===== config.mk =====
export PLATFORM = sky130hd
export DESIGN_NAME = ro_cache_refill
export DESIGN_NICKNAME = d
export VERILOG_FILES = /design/src/rtl/ro_cache_refill.sv
export SDC_FILE = /design/constraint.sdc
export NUM_CORES = 1
export LEC_CHECK = 0
export CORE_MARGIN = 5
export CORE_UTILIZATION = 52
export CTS_CLUSTER_DIAMETER = 50
export DETAILED_ROUTE_END_ITERATION = 8
export GPL_ROUTABILITY_DRIVEN = 0
export PLACE_DENSITY = 0.85
export SYNTH_ARGS = -nofsm -noshare
export SYNTH_HDL_FRONTEND = slang
export SYNTH_SLANG_ARGS = --single-unit

===== constraint.sdc =====
create_clock -name clk -period 3.8 [get_ports clk]
set_input_delay 0.76 -clock clk [delete_from_list [all_inputs] [get_ports clk]]
set_output_delay 0.76 -clock clk [all_outputs]
set_load 0.01 [all_outputs]

===== src/rtl/ro_cache_refill.sv =====
// Read-only cache line refill engine: fetches one line over an external burst
// port and streams the beats, in order, through a 2-entry FIFO into the data memory.
module ro_cache_refill #(
   parameter int unsigned mem_depth  = 32,
   parameter int unsigned data_width = 32,
   parameter int unsigned line_words = 4,
   parameter int unsigned addr_width = 32
) (
   input  logic                                    clk,
   input  logic                                    rst,
   input  logic                                    miss_req,
   input  logic [addr_width-1:0]                   miss_addr,
   output logic                                    miss_ready,
   output logic                                    busy,
   output logic                                    refill_done,
   output logic [$clog2(mem_depth/line_words)-1:0] refill_line_idx,
   output logic                                    ext_req,
   output logic [addr_width-1:0]                   ext_addr,
   input  logic                                    ext_ack,
   input  logic                                    ext_rvalid,
   input  logic [data_width-1:0]                   ext_rdata,
   output logic                                    ext_rready,
   output logic [$clog2(mem_depth)-1:0]            fetch_mem_waddr,
   output logic                                    fetch_mem_wen,
   input  logic                                    fetch_mem_wready,
   output logic [data_width-1:0]                   fetch_mem_wdata
);

   localparam int unsigned LW_W = $clog2(line_words);
   localparam int unsigned LI_W = $clog2(mem_depth/line_words);
   localparam int unsigned MA_W = $clog2(mem_depth);
   localparam int unsigned RC_W = LW_W + 1;

   typedef enum logic [1:0] {IDLE, ADDR, DATA, DONE} state_t;

   state_t                state_q, state_d;
   logic [LI_W-1:0]       line_idx_q, line_idx_d;
   logic [addr_width-1:0] base_q, base_d;
   logic [RC_W-1:0]       rcv_cnt_q, rcv_cnt_d;
   logic [LW_W-1:0]       wr_cnt_q, wr_cnt_d;
   logic [data_width-1:0] fifo_q [2];
   logic [data_width-1:0] fifo_d [2];
   logic                  wptr_q, wptr_d;
   logic                  rptr_q, rptr_d;
   logic [1:0]            fcnt_q, fcnt_d;

   logic                  miss_ready_q, miss_ready_d;
   logic                  busy_q, busy_d;
   logic                  done_q, done_d;
   logic                  ext_req_q, ext_req_d;
   logic [addr_width-1:0] ext_addr_q, ext_addr_d;
   logic                  rready_q, rready_d;
   logic                  wen_q, wen_d;
   logic [MA_W-1:0]       waddr_q, waddr_d;
   logic [data_width-1:0] wdata_q, wdata_d;

   logic                  push;
   logic                  pop;

   // Next-state logic; outputs are registered from the next-state values.
   always_comb begin
      state_d    = state_q;
      line_idx_d = line_idx_q;
      base_d     = base_q;
      rcv_cnt_d  = rcv_cnt_q;
      wr_cnt_d   = wr_cnt_q;
      fifo_d     = fifo_q;
      wptr_d     = wptr_q;
      rptr_d     = rptr_q;
      fcnt_d     = fcnt_q;
      push       = (state_q == DATA) && ext_rvalid && rready_q;
      pop        = (state_q == DATA) && wen_q && fetch_mem_wready;

      unique case (state_q)
         IDLE: begin
            if (miss_req && miss_ready_q) begin
               line_idx_d = miss_addr[LW_W +: LI_W];
               base_d     = {miss_addr[addr_width-1:LW_W], LW_W'(0)};
               rcv_cnt_d  = '0;
               wr_cnt_d   = '0;
               wptr_d     = 1'b0;
               rptr_d     = 1'b0;
               fcnt_d     = '0;
               state_d    = ADDR;
            end
         end
         ADDR: begin
            if (ext_ack) begin
               state_d = DATA;
            end
         end
         DATA: begin
            if (push) begin
               fifo_d[wptr_q] = ext_rdata;
               wptr_d         = ~wptr_q;
               rcv_cnt_d      = rcv_cnt_q + RC_W'(1);
            end
            if (pop) begin
               rptr_d = ~rptr_q;
               if (wr_cnt_q == LW_W'(line_words - 1)) begin
                  wr_cnt_d = '0;
                  state_d  = DONE;
               end else begin
                  wr_cnt_d = wr_cnt_q + LW_W'(1);
               end
            end
            fcnt_d = fcnt_q + 2'(push) - 2'(pop);
         end
         DONE: begin
            state_d = IDLE;
         end
      endcase

      miss_ready_d = (state_d == IDLE);
      busy_d       = (state_d != IDLE);
      done_d       = (state_d == DONE);
      ext_req_d    = (state_d == ADDR);
      ext_addr_d   = base_d;
      rready_d     = (state_d == DATA) && (fcnt_d != 2'd2) && (rcv_cnt_d < RC_W'(line_words));
      wen_d        = (state_d == DATA) && (fcnt_d != 2'd0);
      waddr_d      = {line_idx_d, wr_cnt_d};
      wdata_d      = fifo_d[rptr_d];
   end

   always_ff @(posedge clk) begin
      if (rst) begin
         state_q      <= IDLE;
         line_idx_q   <= '0;
         base_q       <= '0;
         rcv_cnt_q    <= '0;
         wr_cnt_q     <= '0;
         fifo_q[0]    <= '0;
         fifo_q[1]    <= '0;
         wptr_q       <= 1'b0;
         rptr_q       <= 1'b0;
         fcnt_q       <= '0;
         miss_ready_q <= 1'b1;
         busy_q       <= 1'b0;
         done_q       <= 1'b0;
         ext_req_q    <= 1'b0;
         ext_addr_q   <= '0;
         rready_q     <= 1'b0;
         wen_q        <= 1'b0;
         waddr_q      <= '0;
         wdata_q      <= '0;
      end else begin
         state_q      <= state_d;
         line_idx_q   <= line_idx_d;
         base_q       <= base_d;
         rcv_cnt_q    <= rcv_cnt_d;
         wr_cnt_q     <= wr_cnt_d;
         fifo_q       <= fifo_d;
         wptr_q       <= wptr_d;
         rptr_q       <= rptr_d;
         fcnt_q       <= fcnt_d;
         miss_ready_q <= miss_ready_d;
         busy_q       <= busy_d;
         done_q       <= done_d;
         ext_req_q    <= ext_req_d;
         ext_addr_q   <= ext_addr_d;
         rready_q     <= rready_d;
         wen_q        <= wen_d;
         waddr_q      <= waddr_d;
         wdata_q      <= wdata_d;
      end
   end

   assign miss_ready      = miss_ready_q;
   assign busy            = busy_q;
   assign refill_done     = done_q;
   assign refill_line_idx = line_idx_q;
   assign ext_req         = ext_req_q;
   assign ext_addr        = ext_addr_q;
   assign ext_rready      = rready_q;
   assign fetch_mem_wen   = wen_q;
   assign fetch_mem_waddr = waddr_q;
   assign fetch_mem_wdata = wdata_q;

endmodule


# Yosys cells after proc, flatten, opt, wreduce, memory -nomap -nowiden
# Index checks and enable logic that the tools add are counted.
# classes
n_addsub	4
n_lt_le_gt_ge	4
eq_ne	10
n_mux	30
bitwise	4
reduce_logical	16
# op_table
cell	count
$mux W32	4
$mux W64	2
$bwmux W64	1
$demux W32 S1	1
$mux W2	8
$mux W3	4
$eq A2 B2 Y1 const B	5
$logic_and A1 B1 Y1	9
$pmux W2 S2	2
$pmux W2 S4	1
$ne A2 B2 Y1 const B	3
$pmux W3 S2	1
$reduce_bool A2 Y1	3
$eq A2 B1 Y1 const B	2
$ge A2 B2 Y1 const B	2
$logic_not A2 Y1	2
$mux W1	4
$not A1 Y2	2
$pmux W1 S2	2
$add A3 B1 Y3 const B	1
$lt A3 B3 Y1 const B	1
$reduce_and A3 Y1	1
$add A2 B1 Y2	1
$add A2 B1 Y2 const B	1
other kinds (4)	5
# word_totals
elab_cells	86
out_inout_bits	78
in_bits	70
register_bits	151

# Logic depth before layout (Yosys ltp)
# logic_depth
word_depth	11
depth_mapped	8
mapped_depth_nobuf	8

# Least setup slack after synthesis
# No wires, ideal clock.
# synth_path
path_type	in2reg
startpoint	input port ext_rvalid
endpoint	register rready_q (netlist: ext_rready)
cell_stages	8
arrival_time_ns	2.216
setup_time_ns	0.118
setup_slack_ns	1.466
path_cell_list	nand2_1 xnor2_1 nor2_1 ha_1 or4b_1 a221oi_2 nor3_1 o2111a_1
# synth_via
elab_chain_cells	8
elab_cells_between_ends	11
cone_classes	2 x add/sub; 1 x order compare; 1 x eq/ne; 3 x mux; 4 x reduce/logical
# synth_lines
item	line	rtl
start, declared	20	input logic ext_rvalid,
$logic_and A1 B1 Y1 (*) (2 in series)	71	push = (state_q == DATA) && ext_rvalid && rready_q;
$add A2 B1 Y2	107	fcnt_d = fcnt_q + 2'(push) - 2'(pop);
$sub A2 B1 Y2	107	
$pmux W2 S2	74	unique case (state_q)
$ne A2 B2 Y1	119	rready_d = (state_d == DATA) && (fcnt_d != 2'd2) && (rcv_cnt_d < RC_W'(line_words));
$logic_and A1 B1 Y1	119	
$logic_and A1 B1 Y1 (*)	119	
end signal, assigned	161	rready_q <= rready_d;
end, declared	52	logic rready_q, rready_d;
# Mark *: on every way between the ends. The rest lies on a longest branch, timed or not.
# A chain may end at the register's enable or synchronous reset.

# Worst setup path after layout
# Ends and elaborated chain as after synthesis.

==> flow_metrics.py <==
metrics = {
    "timing": {
        "fmax_mhz": 389,
        "grt_setup_unrepaired": "no",
        "finalCritPeriodShare": 0.676,
        "fin_setup_tns_ps": 0,
        "setup_viol": 0,
        "finalCriticalPeriod_ps": 2570,
        "drv_slew": 0,
        "slew_headroom": 0.237,
        "tightest_slew_ps": 1140,
        "hold_violations": 0,
        "finClkSkew_ps": 10.3,
        "hold_slack_ps": 452,
    },
    "critical_path": {
        "path_cells": "clkdlybuf4s50_1 > nand2_1 > xnor2_1 > nor2_1 > ha_1 > or4b_1 > a221oi_2 > nor3_1 > o2111a_1",
        "worst_setup_path_end_kind": "register",
        "critPathMaxStageDelay_ps": 570,
        "cp_max_fo": 4,
        "cp_data_arrival_time_ps": 2960,
        "cp.required_ps": 4190,
        "slowest_stage": "clkdlybuf4s50_1",
        "critPathLaunchType": "primary input",
        "cp_top_family": "simple AND/OR/NAND/NOR gates",
        "critPathKind": "primary input to register",
        "crit_buf_inv": 1,
    },
    "clock_network": {
        "post_cts_resized": 0,
        "max-clock-path-buffers": 2,
        "cts_max_level": 4,
        "clk_pin_slew_ps": 60,
        "root_buffer": "clkbuf_8",
        "clk_latency_ps": 510,
        "postCtsSetupRepairBufs": 0,
        "cts_tree": "built",
        "numCtsBuffers": 17,
        "cts_sinks": 143,
        "ctsHoldBuffers": 0,
    },
    "floorplan": {
        "fp.dieW_um": 114,
        "die_area_sq_mm": 0.0130,
        "start_util": 0.524,
        "ios": 148,
        "die_height_um": 114,
        "core_area_sq_mm": 0.0107,
        "num_rows": 38,
    },
    "status": {
        "status": "finished, final reports clean",
    },
    "drt": {
        "drc": 0,
        "wirelength_um": 14000,
        "drtIter0Drc": 297,
        "avgRoutedWirePerCell_um": 16.5,
        "vias": 4757,
        "antenna_left": 0,
        "dr.pass1.iters": 5,
        "via_per_inst": 5.59,
    },
    "power": {
        "power.density_mw_per_mm2": 467,
        "p_comb_frac": 0.083,
        "swShare": 0.212,
        "p_sw_w": 0.000754,
        "p_seq_frac": 0.438,
        "internal_power_w": 0.00280,
        "leakagePower_nw": 2.91,
        "ir_worst_vdd_mv": 0.269,
        "p_clk_frac": 0.479,
    },
    "global_routing": {
        "grt_overflow": 0,
        "antenna_found_initial": 0,
        "grt_pass1_vias": 4963,
        "grt_max_degree": 71,
        "grt_pass1_wl_um": 23300,
        "grt_usage": 0.222,
    },
    "logic_synthesis": {
        "syn_area_per_cell_sq_um": 9.56,
        "synth-simple-area-share": 0.166,
        "synth_cell_type_count": 41,
        "synth_top_area_frac": 0.511,
        "ys_seq_elements": 143,
        "synth_top_family_by_area": "compound AO/OA/AOI/OAI gates",
        "synth-edff-count": 0,
        "synth-async-reset-ratio": 0,
        "synth_area_sq_mm": 0.00560,
        "synth_compound_area_frac": 0.198,
        "syn_inst": 586,
        "synthMuxAreaShare": 0.0572,
        "netlist_top_cells_area": "dfxtp_1, a211oi_2, a21oi_1",
        "synth_ff_type": "dfxtp_1",
        "synth_fa_ha_area_frac": 0.00670,
        "synth_top_cell_by_area": "dfxtp_1",
        "ys_seq_area_frac": 0.511,
        "yosysWarnings": 0,
        "synth-xor-area-share": 0.00156,
    },
    "placement": {
        "io_buffers": 143,
        "dp_hpwl_um": 9020,
    },
    "cells_and_area": {
        "num_antenna_cells": 0,
        "nFillCells": 807,
        "nets": 772,
        "area_growth_pct": 35.8,
        "layout-drive-gt1-share": 0.108,
    },
    "run": {
        "drv_cap": 0,
    },
    "hold_path": {
        "hp-class": "register to register",
    },
}
-- cells in the mapped netlist (all sizes together), types with 3 or more instances --
library cell	n
nand2	66
a221oi	34
clkbuf	33
buf	27
ha	3
a22oi	3
a211oi	33
inv	3
nor2	79
dfxtp	143
and3	32
mux2i	32
a21oi	70
and2	3
-- worst min-delay path: cells and delay by family (launching register included) --
family | cells | cell delay [ps]
AND/OR/NAND/NOR | 1 | 50
flip-flops | 1 | 310
AO/OA/AOI/OAI | 1 | 50
-- sequential cells by signal, summed over array words and instances (netlist names), 2 cells and up --
| signal | count |
|---|---|
| refill_line_idx | 2 |
| fetch_mem_wdata | 32 |
| ext_addr | 28 |
| fifo_q | 64 |
| rcv_cnt_q | 3 |
| state_q | 2 |
| fcnt_q | 2 |
-- kinds of logic (layout without fill, tap and decap cells) --
| kind of cell | Yosys count | after routing |
|---|---|---|
| muxes | 32 | 32 |
| DFF | 143 | 143 |
| other | 1 | 2 |
| buffers and inverters | 63 | 187 |
| AOI/OAI and AO/OA | 144 | 144 |
| adders and majority gates | 3 | 3 |
| and+or+nand+nor | 199 | 199 |
| xor gates and xnor gates | 1 | 1 |
-- per-layer routing --
metal / global-route usage / up-vias / wire length (um)
met2: 0.381 / 166 / 7180
met1: 0.251 / 2284 / 5510
met5: 0 / - / 0
met4: 0.0784 / 0 / 165
met3: 0.0854 / 14 / 1180
li1: - / 2293 / -
-- layout make-up --
cell class                      instances  area [sq um]  area share
Clock buffer                           21           459      0.0603
Clock inverter                         10           160      0.0210
Inverter                                3          11.3     0.00148
Multi-Input combinational cell        381          2410       0.317
Sequential cell                       143          2860       0.376
Tap cell                              140           175      0.0230
Timing Repair Buffer                  153          1530       0.201
-- layout by cell type, fill, tap and decap left out, types with 2 or more instances in the layout --
master / instances
inv_1: 3
clkbuf_16: 16
a22oi_1: 3
bufinv_16: 4
buf_12: 2
a211oi_1: 3
dfxtp_1: 143
clkinv_2: 3
conb_1: 2
ha_1: 3
and4b_1: 2
a21oi_1: 70
clkinv_4: 2
buf_4: 9
a221oi_2: 2
nand2_1: 65
nand3b_1: 2
nor2_1: 78
and3_1: 32
a221oi_1: 32
nand2b_1: 2
nand3_1: 2
clkbuf_8: 4
and2_1: 2
clkdlybuf4s50_1: 142
a211oi_2: 30
nor3_1: 2
nor2b_1: 2
mux2i_1: 32
-- power groups by stage --
stage                     registers (W)  clock network [W]  logic (W)
after CTS                       0.00156            0.00173   0.000297
after floorplan                 0.00160                  0   0.000118
final                           0.00156            0.00170   0.000295
after detailed placement        0.00159                  0   0.000294
after global routing            0.00156            0.00181   0.000318
after global placement          0.00159                  0   0.000286
-- worst paths after layout --
check                           cells past startpoint                  to  slack [ps]         from
worst max-delay path                                9          ext_rready        1230   ext_rvalid
worst min-delay path                                2         ext_addr[7]         450  ext_addr[7]
worst max register to register                      6  fetch_mem_wdata[3]        1420   state_q[0]
worst min register to register                      2         ext_addr[7]         450  ext_addr[7]
-- stage by stage --
| step | cell area [sq um] | setup WS, ps | util | std cells | total power (W) |
|---|---|---|---|---|---|
| 2_1_floorplan | 5610 | 1470 | - | 587 | 0.00172 |
| 3_3_place_gp | 6990 | 780 | 0.654 | 820 | 0.00187 |
| 3_5_place_dp | 6990 | 732 | 0.654 | 820 | 0.00188 |
| 4_1_cts | 7610 | 1260 | 0.712 | 851 | 0.00359 |
| 5_1_grt | 7610 | 1080 | 0.712 | 851 | 0.00369 |
| 6_report | 7610 | 1230 | 0.712 | 851 | 0.00356 |
Note: power is estimated with default switching activity, not from simulation.
==> edit 1, RTL diff (same flow settings) <==
Reset style: asynchronous (`rst`), changed in one clocked block.
--- a/src/rtl/ro_cache_refill.sv
+++ b/src/rtl/ro_cache_refill.sv
@@ -122,7 +122,7 @@
       wdata_d      = fifo_d[rptr_d];
    end
 
-   always_ff @(posedge clk) begin
+   always_ff @(posedge clk or posedge rst) begin
       if (rst) begin
          state_q      <= IDLE;
          line_idx_q   <= '0;
Function: differs if rst is asserted again (counterexample within 4 cycles, from zero or initial values and one cycle with rst high); with rst held inactive, the same outputs for 4 cycles.
==> edit 1 against the unedited design <==
Setup slack worse by 0.011 ns. Sequential cell count is 2 higher. Critical path type unchanged. Register-to-register slack better by 0.15 ns. Count of clock-buffer cells in the layout is 4 higher. Design area is 6.0% higher. Area after synthesis is 7.4% higher. Routed wire length is 0.51% lower. Utilization is 0.17 points lower.
Power is not compared: it rests on default switching activity, and its combinational part moved more than twofold at a synthesized area within 25%.
==> edit 1: results (changes against the unedited design) <==
cts:
  clkSlewWorstSetupHoldPaths_ns: 0.05
  clockRootBuffer: "clkbuf_16"  # was clkbuf_8
  post_cts_buffers: 0  # unchanged
  cts_buffer_depth: 2  # unchanged
  postCtsResizedCells: 0  # unchanged
  cts-buffers-inserted: 17  # unchanged
  htreeDepth: 4  # unchanged
  clk_latency_ns: 0.41  # was 0.51 ns
layout:
  largest_reg_flops: 64  # unchanged
  diodes: 0  # unchanged
  drive_gt1_share_pct: 10.1  # was 10.8%
  nets: 802  # was 772
  regMostFlops: "fifo_q"  # unchanged
  n_fill_cell: 810  # was 807
global_routing:
  met1_usage_pct: 25.8  # was 25.1%
  grt_use_total_pct: 20.9  # was 22.2%
  grt_first_pass_wirelength_um: 23500  # was 23,300 um
  grt_use_met2_pct: 34.6  # was 38.1%
  use_met3_pct: 7.26  # was 8.54%
  grt_max_degree: 146  # was 71
  antenna_found_initial: 0  # unchanged
  grt_pass1_vias: 4818  # was 4,963
logic_synthesis:
  synth.area.top_cells: "dfrtp_1 60%, nand2_1 10%, a221oi_2 7.5%"  # was dfxtp_1 51%, a211oi_2 6.7%, a21oi_1 6.3%
  ys_seq_area_share_pct: 60.3  # was 51.1%
  synth-main-ff-cell: "dfrtp_1"  # was dfxtp_1
  ys_async_sr_fraction_pct: 100  # was 0%
  synth_commonest_cells: "168 x nand2_1, 144 x dfrtp_1, 67 x inv_1"  # was 143 x dfxtp_1, 78 x nor2_1, 70 x a21oi_1
  synth.distinct_cells: 44  # was 41
  yosysWarnings: 0  # unchanged
  synth_edf_count: 0  # unchanged
  synth.avg_cell_area_um2: 10.1  # was 9.56 um2
drt:
  drt_iter0_markers: 248  # was 297
  viasPerCell: 5.23  # was 5.59
  met3RoutedLength_um: 1170  # was 1180 um
  firstDrtPassIters: 5  # unchanged
  top_layer: "met4"  # unchanged
  wl_met1_um: 5890  # was 5510 um
  routed_wl_um: 14000  # about the same
  vias: 4614  # was 4,757
  met2WireLength_um: 6740  # was 7180 um
worst_hold_path:
  hold-path-cell-count: 2  # unchanged
  hp-class: "register to register"  # unchanged
  min_delay_worst_endpoint: "ext_addr[5]"  # was ext_addr[7]
  hold_start: "ext_addr[5]"  # was ext_addr[7]
place:
  post-place-cells: 853  # was 820
  place.detailed.hpwl_um: 9280  # was 9020 um
worst_setup_path:
  reg2regPathDepth: 6  # unchanged
  r2r_slack_ns: 1.57  # was 1.42 ns
  rr_endpoint: "fetch_mem_wdata[31]"  # was fetch_mem_wdata[3]
  critical_path.max_stage_delay_ns: 0.57  # about the same
  r2r-start: "state_q[0]"  # unchanged
  crit_slowest_cell: "clkdlybuf4s50_1"  # unchanged
  critPathTopFamily: "simple AND/OR/NAND/NOR gates"  # unchanged
power_and_ir_drop:
  p_leak_nw: 3.86
  irDropWorstVdd_mv: 0.484
outcome:
  status: "finished clean"  # unchanged
timing:
  tightest_slew_ns: 1.06  # was 1.14 ns
  clock_skew_ns: 0.00612  # was 0.0103 ns
==> edit 1: where the power goes <==
group | internal, mW | switching, mW
Sequential | 2.28 | 0.347
Combinational | 1.20 | 1.12
Clock | 0.892 | 0.574
==> edit 1: cell type report <==
cell class                      instances  share of cell area (%)
Tap cell                              143                    2.22
Timing Repair Buffer                  151                    18.9
Clock buffer                           25                    6.14
Inverter                               67                    3.16
Sequential cell                       145                    45.0
Clock inverter                          5                   0.372
Multi-Input combinational cell        347                    24.2
==> edit 1: kinds of logic (layout without fill, tap and decap cells) <==
group,after synthesis,count (layout),share of synthesized area [%]
AND/OR/NAND/NOR,226,226,15.5
flip-flops,145,145,60.3
AO/OA/AOI/OAI,112,112,15.0
buffers and inverters,106,248,7.73
adder cells (fa/ha/maj),3,3,0.624
XOR/XNOR,3,3,0.561
other,1,2,0.0623
multiplexers,1,1,0.229
==> edit 1: worst max-delay path by stage <==
stage | startpoint | cells after the start | end | slack [ns]
after detailed placement | fetch_mem_wready | 9 | fetch_mem_wen | 0.81
after global placement | fetch_mem_wready | 9 | fetch_mem_wen | 0.89
after global routing | fetch_mem_wready | 9 | fetch_mem_wen | 1.13
after floorplan | rst | 1 | busy | 1.22
after CTS | fetch_mem_wready | 9 | fetch_mem_wen | 1.24
final | fetch_mem_wready | 9 | fetch_mem_wen | 1.22
==> edit 1: stage by stage <==
stage               hold WS (ns)  power [mW]  instance area [um2]  setup slack (ns)
finish                     0.469        6.41                 8070              1.22
global route               0.498        6.84                 8070              1.13
CTS                        0.476        6.48                 8070              1.24
detailed placement         0.462        4.97                 7550             0.810
global placement           0.456        4.84                 7550             0.888
floorplan                  0.451        3.84                 6030              1.22
==> edit 2, RTL diff (same flow settings) <==
Without the edit above. The parameter `addr_width` goes from 32 to 36.
--- a/src/rtl/ro_cache_refill.sv
+++ b/src/rtl/ro_cache_refill.sv
@@ -4,7 +4,7 @@
    parameter int unsigned mem_depth  = 32,
    parameter int unsigned data_width = 32,
    parameter int unsigned line_words = 4,
-   parameter int unsigned addr_width = 32
+   parameter int unsigned addr_width = 36
 ) (
    input  logic                                    clk,
    input  logic                                    rst,
Interface: changed (resized ext_addr and miss_addr); port bits go from 148 to 156. No check against the original RTL was run, so the function may have changed too.
==> edit 2 against the unedited design <==
Register-to-register slack got worse by 0.13 ns. Design area fell by 0.81%. Global-route usage barely moved. Area after synthesis fell by 1.0%. Combinational power rose by 12%. Synthesized cell count rose by 2.0%. Total power fell by 3.8%. Fmax fell by 3.1%. Sequential cell count rose by 4. Setup slack got worse by 0.084 ns. Clock power fell by 12%. Routed wire length rose by 2.7%. Critical endpoint is now fetch_mem_wdata[10].
==> edit 2: results (changes against the unedited design) <==
global_routing:
  use_met3_pct: 6.74  # was 8.54%
  grt_first_pass_wirelength_um: 23100  # was 23,300 um
  grt_pass1_vias: 4896  # was 4,963
  grt_use_total_pct: 22.2  # about the same
  met1_usage_pct: 25.0  # was 25.1%
  grt_max_degree: 80  # was 71
  grt_use_met2_pct: 39.4  # was 38.1%
place:
  place.detailed.hpwl_um: 9340  # was 9020 um
  io_buffers: 151  # was 143
  post-place-cells: 835  # was 820
  post_dp_cell_area_um2: 7020  # was 6990 um2
  pre_cts_ws_ns: 0.639  # was 0.732 ns
logic_synthesis:
  synth.avg_cell_area_um2: 9.28  # was 9.56 um2
  synth_commonest_cells: "147 x dfxtp_1, 77 x a21oi_1, 75 x nor2_1"  # was 143 x dfxtp_1, 78 x nor2_1, 70 x a21oi_1
  synth.area.top_cells: "dfxtp_1 53%, a21oi_1 6.9%, mux2i_1 5.8%"  # was dfxtp_1 51%, a211oi_2 6.7%, a21oi_1 6.3%
  synth.distinct_cells: 44  # was 41
  ys_seq_area_share_pct: 53.0  # was 51.1%
layout:
  register_area_um2: 2940  # was 2860 um2
  nets: 795  # was 772
  n_fill_cell: 745  # was 807
worst_setup_path:
  critical_path.max_stage_delay_ns: 0.76  # was 0.57 ns
  cp-endpoint: "fetch_mem_wdata[10]"  # was ext_rready
  r2r_slack_ns: 1.29  # was 1.42 ns
  crit_arrival_ns: 3.01  # was 2.96 ns
  critPathTopFamily: "compound AO/OA/AOI/OAI gates"  # was simple AND/OR/NAND/NOR gates
  crit_slowest_cell: "a2111oi_0"  # was clkdlybuf4s50_1
  cp_max_fo: 64  # was 4
timing:
  period_share_pct: 69.8  # was 67.6%
  clock_skew_ns: 0.0105  # was 0.0103 ns
  hold_slack_ns: 0.455  # was 0.452 ns
  slew-limit-headroom_pct: 18.7  # was 23.7%
  finalSetupTns_ns: 0  # unchanged
power_and_ir_drop:
  intPower_mw: 2.66  # was 2.80 mW
  clkPwrFrac_pct: 43.5  # was 47.9%
  pg_seq_mw: 1.61  # was 1.56 mW
  power_frac_comb_pct: 9.6  # was 8.3%
  irDropWorstVdd_mv: 0.345  # was 0.269 mV
  p_leak_nw: 2.78  # was 2.91 nW
drt:
  drt_iter0_markers: 338  # was 297
  routed_wl_um: 14400  # was 14,000 um
  met2WireLength_um: 7370  # was 7180 um
  viasPerCell: 5.59  # about the same
  wl_met1_um: 5890  # was 5510 um
  routedWlPerCell_um: 16.7  # was 16.5 um
  met3RoutedLength_um: 911  # was 1180 um
outcome:
  status: "finished clean"  # unchanged
worst_hold_path:
  min_delay_worst_endpoint: "ext_addr[29]"  # was ext_addr[7]
  hold_start: "ext_addr[29]"  # was ext_addr[7]
cts:
  cts-buffers-inserted: 17  # unchanged
  clkSlewWorstSetupHoldPaths_ns: 0.06  # about the same
edit 2: changes by cell type after synthesis, sizes merged, moves of 2 or more:
cell	change
a2111oi	+32
a21oi	+7
a221oi	-33
and2	-2
dfxtp	+4
nand2	+8
nor2	-3
or2	+2
xnor2	+2
edit 2: kinds of logic (layout without fill, tap and decap cells):
logic type,after synthesis,in the layout,share of synthesized area (%)
xor+xnor,4,4,0.767
other cells,1,2,0.0676
fa+ha+maj,3,3,0.677
mux,32,32,5.77
compound gates,149,149,17.7
simple gates,199,199,16.1
flops,147,147,53.0
buf+inv,63,193,5.93
edit 2: area by class of cell:
| type | count | area share [%] |
|---|---|---|
| flip-flops and latches | 147 | 39.0 |
| repair buffers | 160 | 21.0 |
| well taps | 136 | 2.25 |
| inverters | 3 | 0.149 |
| clock inverters | 5 | 0.696 |
| clock buffers | 25 | 6.28 |
| multi-input cells | 389 | 30.6 |
